--- config.mk ---
export PLATFORM = sky130hd
export DESIGN_NAME = booth_result_fifo
export DESIGN_NICKNAME = d
export VERILOG_FILES = /design/src/rtl/booth_result_fifo.sv
export SDC_FILE = /design/constraint.sdc
export NUM_CORES = 1
export LEC_CHECK = 0
export CAP_MARGIN = 20
export CORE_ASPECT_RATIO = 0.75
export CORE_UTILIZATION = 45
export CTS_CLUSTER_DIAMETER = 30
export DETAILED_ROUTE_END_ITERATION = 16
export PLACE_DENSITY = 0.74
export SLEW_MARGIN = 20
export SYNTH_ARGS = -nofsm -noshare
export SYNTH_HDL_FRONTEND = slang
export SYNTH_SLANG_ARGS = --single-unit
--- constraint.sdc ---
create_clock -name clk -period 1.9 [get_ports clk]
set_input_delay 0.38 -clock clk [delete_from_list [all_inputs] [get_ports clk]]
set_output_delay 0.38 -clock clk [all_outputs]
set_load 0.05 [all_outputs]
--- src/rtl/booth_result_fifo.sv ---
// booth_result_fifo: capture stage behind the 4-bit Booth multiplier.
// Each rising edge of `finished` pushes the 8-bit two's-complement product {A,Q}
// into a small FIFO. The consumer drains it over a valid/ready handshake.
// Optional feature macro: BOOTH_SIGNMAG_EN adds the sign/magnitude view of the head entry.
module booth_result_fifo #(
  parameter int DEPTH = 4,
  parameter int PTR_W = 2
) (
  input  logic               clk,
  input  logic               rst,
  input  logic [3:0]         aReg,
  input  logic [3:0]         qReg,
  input  logic               finished,
  input  logic               outReady,
  output logic               outValid,
  output logic signed [7:0]  product,
  output logic               prodNeg,
  output logic [7:0]         prodMag,
  output logic [PTR_W:0]     count,
  output logic               full,
  output logic               dropped
);

  logic                fin_prev;
  logic [PTR_W-1:0]    wr_ptr;
  logic [PTR_W-1:0]    rd_ptr;
  logic [PTR_W:0]      cnt;
  logic                dropped_r;
  logic signed [7:0]   mem [DEPTH];

  logic fin_evt;
  logic pop;
  logic push;
  logic lost;

`ifdef BOOTH_SIGNMAG_EN
  // Magnitude of a signed product; the Booth range never reaches -128.
  function automatic logic [7:0] signed_to_mag(input logic signed [7:0] v);
    logic signed [7:0] neg_v;
    neg_v = -v;
    return v[7] ? neg_v : v;
  endfunction
`endif

  // One event per completion: only the rising edge of the level flag counts.
  assign fin_evt = finished & ~fin_prev;
  assign pop     = outValid & outReady;
  // A simultaneous pop frees the slot, so a full FIFO still accepts the push.
  assign push    = fin_evt & (~full | pop);
  assign lost    = fin_evt & full & ~pop;

  assign full     = (cnt == (PTR_W+1)'(DEPTH));
  assign outValid = (cnt != '0);
  assign count    = cnt;
  assign dropped  = dropped_r;
  assign product  = mem[rd_ptr];

`ifdef BOOTH_SIGNMAG_EN
  assign prodNeg = product[7];
  assign prodMag = signed_to_mag(product);
`else
  assign prodNeg = 1'b0;
  assign prodMag = product;
`endif

  // Control state: edge detector, pointers, occupancy and sticky drop flag.
  always_ff @(posedge clk) begin
    if (rst) begin
      fin_prev  <= 1'b0;
      wr_ptr    <= '0;
      rd_ptr    <= '0;
      cnt       <= '0;
      dropped_r <= 1'b0;
    end else begin
      fin_prev <= finished;
      if (push) wr_ptr <= wr_ptr + PTR_W'(1);
      if (pop)  rd_ptr <= rd_ptr + PTR_W'(1);
      if (push && !pop)      cnt <= cnt + (PTR_W+1)'(1);
      else if (pop && !push) cnt <= cnt - (PTR_W+1)'(1);
      if (lost) dropped_r <= 1'b1;
    end
  end

  // Storage: data is not reset; an event during reset is ignored.
  always_ff @(posedge clk) begin
    if (push && !rst) mem[wr_ptr] <= {aReg, qReg};
  end

endmodule

; ---- After elaboration in Yosys (flattened, before gate mapping)
; Memories as Yosys holds them, arrays and structs flattened. A register that Yosys moved wholly into a read port is not among the register bits.
; Cells that the tools add are included.
[word_totals]
regBits = 9
latchBits = 0
ram_bits = 32
rom_bits = 0
input_bits = 12
out_inout_bits = 23
wordCells = 34
n_memories = 1
[mem_list]
columns = name, depth, width, read_ports, rd_clocked_by_memory_dff, wr, line
row1 = mem, 4, 8, 1, 1, 1, 29  ; logic signed [7:0] mem [DEPTH];
[op_classes]
addsub = 4
multipliers = 0
div_mod_pow = 0
n_lt_le_gt_ge = 0
n_eq_ne = 1
shifts = 0
muxes = 6
bitwise_logic = 9
reduce_logical = 8
[op_table]
columns = cell, count
row1 = $mux W3, 2
row2 = $and A1 B1 Y1, 5
row3 = $add A2 B1 Y2 const B, 2
row4 = $mux W2, 2
row5 = $add A3 B1 Y3 const B, 1
row6 = $eq A3 B3 Y1 const B, 1
row7 = $logic_and A1 B1 Y1, 3
row8 = $logic_not A1 Y1, 3
row9 = $not A1 Y1, 3
row10 = $reduce_bool A3 Y1, 1
row11 = $sub A3 B1 Y3 const B, 1
row12 = $mux W1, 2
row13 = $reduce_bool A2 Y1, 1
row14 = $or A1 B1 Y1, 1

; ---- Logic depth before layout (Yosys ltp)
[depth]
depth_word = 8
depth_mapped = 8
mapped_depth_nobuf = 8

; ---- Worst setup path after synthesis
; No wires, ideal clock.
[synth_path]
path_kind = reg2reg
from = reg cnt[0], in the netlist count[0]
to = reg cnt[2], in the netlist count[2]
setup_ns = 0.071
t_arrival_ns = 2.288
t_required_ns = 1.829
path_slack_ns = -0.459
stages_incl_launch_ff = 9
path_buffers = 0
period_less_slack_ns = 2.359
cell_sequence = dfxtp_1 nor4b_4 nor2_2 ha_1 inv_1 fa_1 xor2_1 or3_1 a21oi_1
[synth_via]
elab_chain_cells = 7
word_cells_on_any_way = 15
cone_classes = add/sub (2) / eq/ne (1) / mux (2) / bitwise (4) / reduce/logical (6)
[synth_rtl]
columns = item, line
row1 = from (decl), 27  ; logic [PTR_W:0] cnt;
row2 = from (signal assigned), 78  ; if (push && !pop) cnt <= cnt + (PTR_W+1)'(1);
row3 = from (signal assigned), 79  ; else if (pop && !push) cnt <= cnt - (PTR_W+1)'(1);
row4 = $reduce_bool A3 Y1 or $eq A3 B3 Y1 (tied branches), "53, 52"
row5 = $and A1 B1 Y1 or $not A1 Y1 (tied branches), "47, 49"
row6 = $or A1 B1 Y1, 49  ; assign push = fin_evt & (~full | pop);
row7 = $and A1 B1 Y1, 49
row8 = $logic_not A1 Y1, 79
row9 = $logic_and A1 B1 Y1, 79
row10 = $reduce_bool A2 Y1 (no source line), --
; Parallel ways exist; a longest one is shown, timed or not. The select of a mux whose other input is x is not followed.
; A chain may end at the register's enable or synchronous reset.

; ---- Worst setup path after layout
[layout_path]
from = reg cnt[0], in the netlist count[0]
to = reg cnt[1], in the netlist count[1]
; Same word-level chain as after synthesis.

==> results.sh <==
export IMPL_run_status="completed"
export IMPL_relSlewSlack=0.6683
export IMPL_grt_antenna_before_repair=0
export IMPL_hold_viol=0
export IMPL_critical_path_startpoint_type="flip-flop"
export IMPL_synth_top_family_by_area="multiplexers"
export IMPL_ff2ff_path_depth=8
export IMPL_critical_path_class="flip-flop to flip-flop"
export IMPL_drt_vias_per_instance=4.779
export IMPL_pwr_share_comb=0.507
export IMPL_worst_ir_drop_vdd_mv=0.7735
export IMPL_netlist_top_cells_area="edfxtp_1 54%, dfxtp_1 12%, mux4_2 10%"
export IMPL_cts_hold_buffers=0
export IMPL_crit_path_end_kind="flip-flop"
export IMPL_ctsRootBufferMaster="clkbuf_8"
export IMPL_clk_path_buf_depth=2
export IMPL_power_switching_mw=1.461
export IMPL_design_area_um2=2415
export IMPL_seq_pwr_share=0.334
export IMPL_tritoncts="done"
export IMPL_synth_adder_area_share=0.04638
export IMPL_synth_simple_gate_area_share=0.07590
export IMPL_floorplan_die_height_um=56.48
export IMPL_totalPowerFinal_mw=3.559
export IMPL_totalNegativeSetupSlack_ns=0
export IMPL_final_min_clock_period_ns=1.885
export IMPL_final_antenna_net_count=0
export IMPL_die_area_um2=4215
export IMPL_skew_ns=0.003405
export IMPL_post_drt_wl_per_cell_um=15.04
export IMPL_clock_insertion_delay_worst_skew_ns=0.29
export IMPL_synth_compound_gate_area_share=0.01827
export IMPL_synthCells=108
export IMPL_post_dp_cell_area_um2=2222
export IMPL_coreArea_um2=3732
export IMPL_grt_first_pass_wirelength_um=4905
export IMPL_power_static_leakage_nw=0.9203
export IMPL_numCtsBuffers=5
export IMPL_critPathRequiredTime_ns=2.09
export IMPL_grt_max_degree=14
export IMPL_pre_cts_ws_ns=-0.5409
export IMPL_routabilityCongestion=0.8053
export IMPL_fin_ws_ns=0.01455
export IMPL_cts_clk_slew_worst_paths_ns=0.08
export IMPL_hold_class="flip-flop to flip-flop"
export IMPL_std_cell_rows=19
export IMPL_drtPass1Iterations=4
export IMPL_groute_usage_overall=0.1680
export IMPL_power_per_cell_area_nw_per_um2=1474
export IMPL_htreeDepth=2
export IMPL_cellInternalPower_mw=2.098
export IMPL_synthesis_stage_register_bit_count=43
export IMPL_synth_xor_xnor_area_share=0.01968
export IMPL_dp_hpwl_um=2245
export IMPL_placement_io_buffers=33
export IMPL_multiInputGateArea_um2=519.2
export IMPL_netlist_cell_type_count=28
export IMPL_final_fill_count=286
export IMPL_detailed_route_drc_error_count=0
export IMPL_ys_seq_area_frac=0.6634
export IMPL_grt_pass1_vias=1002
export IMPL_post_route_cells_drive_above_1_share=0.4472
export IMPL_power_share_of_the_clock_group=0.159
export IMPL_synth_mux_area_frac=0.1209
export IMPL_sequential_area_um2=1186
export IMPL_timing_max_transition_violations_final=0
export IMPL_ioPinCount=35
export IMPL_crit_arrival_ns=2.07
export IMPL_yosysTopAreaCell="edfxtp_1"
export IMPL_flow_area_growth_from_synthesis_pct=35.63
export IMPL_fin_crit_sh=0.9923
export IMPL_grt_setup_unrepaired="yes"
export IMPL_timing_hold_worst_path_depth=2
export IMPL_final_net_count=178
export IMPL_synth_largest_type_area_fraction=0.5397
export IMPL_cts_sinks=43
export IMPL_crit_fanout=3
export IMPL_syn_cell_area_um2=1780
export IMPL_cap_viol_max_count=0
export IMPL_die_w_um=74.63
export IMPL_routed_wirelength_um=3203
export IMPL_max_clock_freq_ghz=0.5304
export IMPL_start_util=0.4770
export IMPL_via_count=1018
export IMPL_ys_warn_count=0
export IMPL_count_of_inserted_antenna_diode_cells=0
export IMPL_synth_area_per_cell_um2=16.49
export IMPL_switching_power_as_a_share_of_total_power=0.4104
export IMPL_postSynthNetCount=126
export IMPL_drt_first_iter_violations=92
export IMPL_worstMarginPinSlew_ns=0.4960
export IMPL_setup_violations_final=0
export IMPL_globalRoute_totalOverflow=0
-- worst max-delay path, cell delays in order (launching register included) --
cell and delay (ns):
dfxtp_2 0.33, buf_4 0.14, nor4b_4 0.31, nor2_2 0.08
ha_2 0.19, inv_2 0.06, fa_2 0.43, mux2i_1 0.18
nor2_1 0.06
-- timing repair --
action,4_1_cts,5_1_grt
endpoints found under the hold margin,0,0
endpoints found under the setup margin,18,18
gates resized for setup,11,16
buffers inserted,1,2
pin swaps,2,1
-- worst paths after layout --
path / from / to / slack, ns
hold reg to reg: dropped / dropped / 0.47
setup reg to reg: count[0] / count[1] / 0.01
setup / recovery: count[0] / count[1] / 0.01
hold / removal: dropped / dropped / 0.47
-- area by class of cell --
type / instances / area share
Clock buffer: 6 / 0.03005
Clock inverter: 2 / 0.005181
Inverter: 4 / 0.006218
Multi-Input combinational cell: 49 / 0.2150
Sequential cell: 43 / 0.4912
Tap cell: 52 / 0.02694
Timing Repair Buffer: 57 / 0.2254
-- placed cells by master, fill, tap and decap left out, types with 2 or more instances in the layout --
cell	synthesis	routed
edfxtp_1	32	32
buf_4	9	27
buf_6	0	15
clkdlybuf4s50_1	0	10
mux4_2	8	8
nor2_1	8	8
dfxtp_1	11	7
clkbuf_8	0	5
and2_1	4	4
xor2_1	4	4
ha_1	5	4
dfxtp_2	0	4
inv_1	4	3
nand2b_1	3	3
or3_1	2	2
mux2i_1	2	2
dlygate4sd2_1	0	2
buf_12	0	2
-- flip-flops by register name (all words and copies together), names as in the netlist, named ones only --
name      flops
mem          32
count         3
dropped       1
fin_prev      1
rd_ptr        2
wr_ptr        2
-- stage by stage --
stage / util / instances / hold slack (ns)
finish: 0.6470 / 213 / 0.4711
global route: 0.6470 / 213 / 0.5098
CTS: 0.6276 / 211 / 0.4761
detailed placement: 0.5954 / 202 / 0.4596
global placement: 0.5954 / 202 / 0.4538
floorplan: - / 108 / 0.4789
-- cell usage after synthesis --
cell and number:
edfxtp_1 32, dfxtp_1 11, buf_4 9, mux4_2 8
nor2_1 8, ha_1 5, and2_1 4, inv_1 4
xor2_1 4, nand2b_1 3, mux2i_1 2, or3_1 2
a21oi_1 1, a31oi_1 1, buf_1 1, buf_2 1
clkbuf_1 1, conb_1 1, fa_1 1, mux2_4 1
nor2_2 1, nor2b_1 1, nor3_1 1, nor3b_1 1
nor4b_4 1, o21ai_0 1, o311ai_0 1, o31ai_1 1
-- layer usage --
metal / global-route usage / up-vias / part of all wire
met5: 0 / - / 0
met2: 0.2561 / 23 / 0.52
li1: - / 488 / -
met1: 0.2149 / 502 / 0.43
met4: 0.07278 / 0 / 0.013
met3: 0.06104 / 5 / 0.037
-- power by group through the flow --
| stage | clock network, mW | logic, mW | registers (mW) |
|---|---|---|---|
| 4_1_cts | 0.576 | 1.68 | 1.18 |
| 2_1_floorplan | 0 | 1.07 | 1.30 |
| 3_5_place_dp | 0 | 1.63 | 1.19 |
| 3_3_place_gp | 0 | 1.59 | 1.19 |
| 5_1_grt | 0.617 | 1.90 | 1.20 |
| 6_report | 0.564 | 1.81 | 1.19 |
-- kinds of logic after synthesis --
group,Yosys count
xor gates and xnor gates,4
other,1
muxes,11
AOI/OAI and AO/OA,5
DFF,43
buffers and inverters,16
adders and majority gates,6
and+or+nand+nor,22
(Power assumes the default switching activity.)
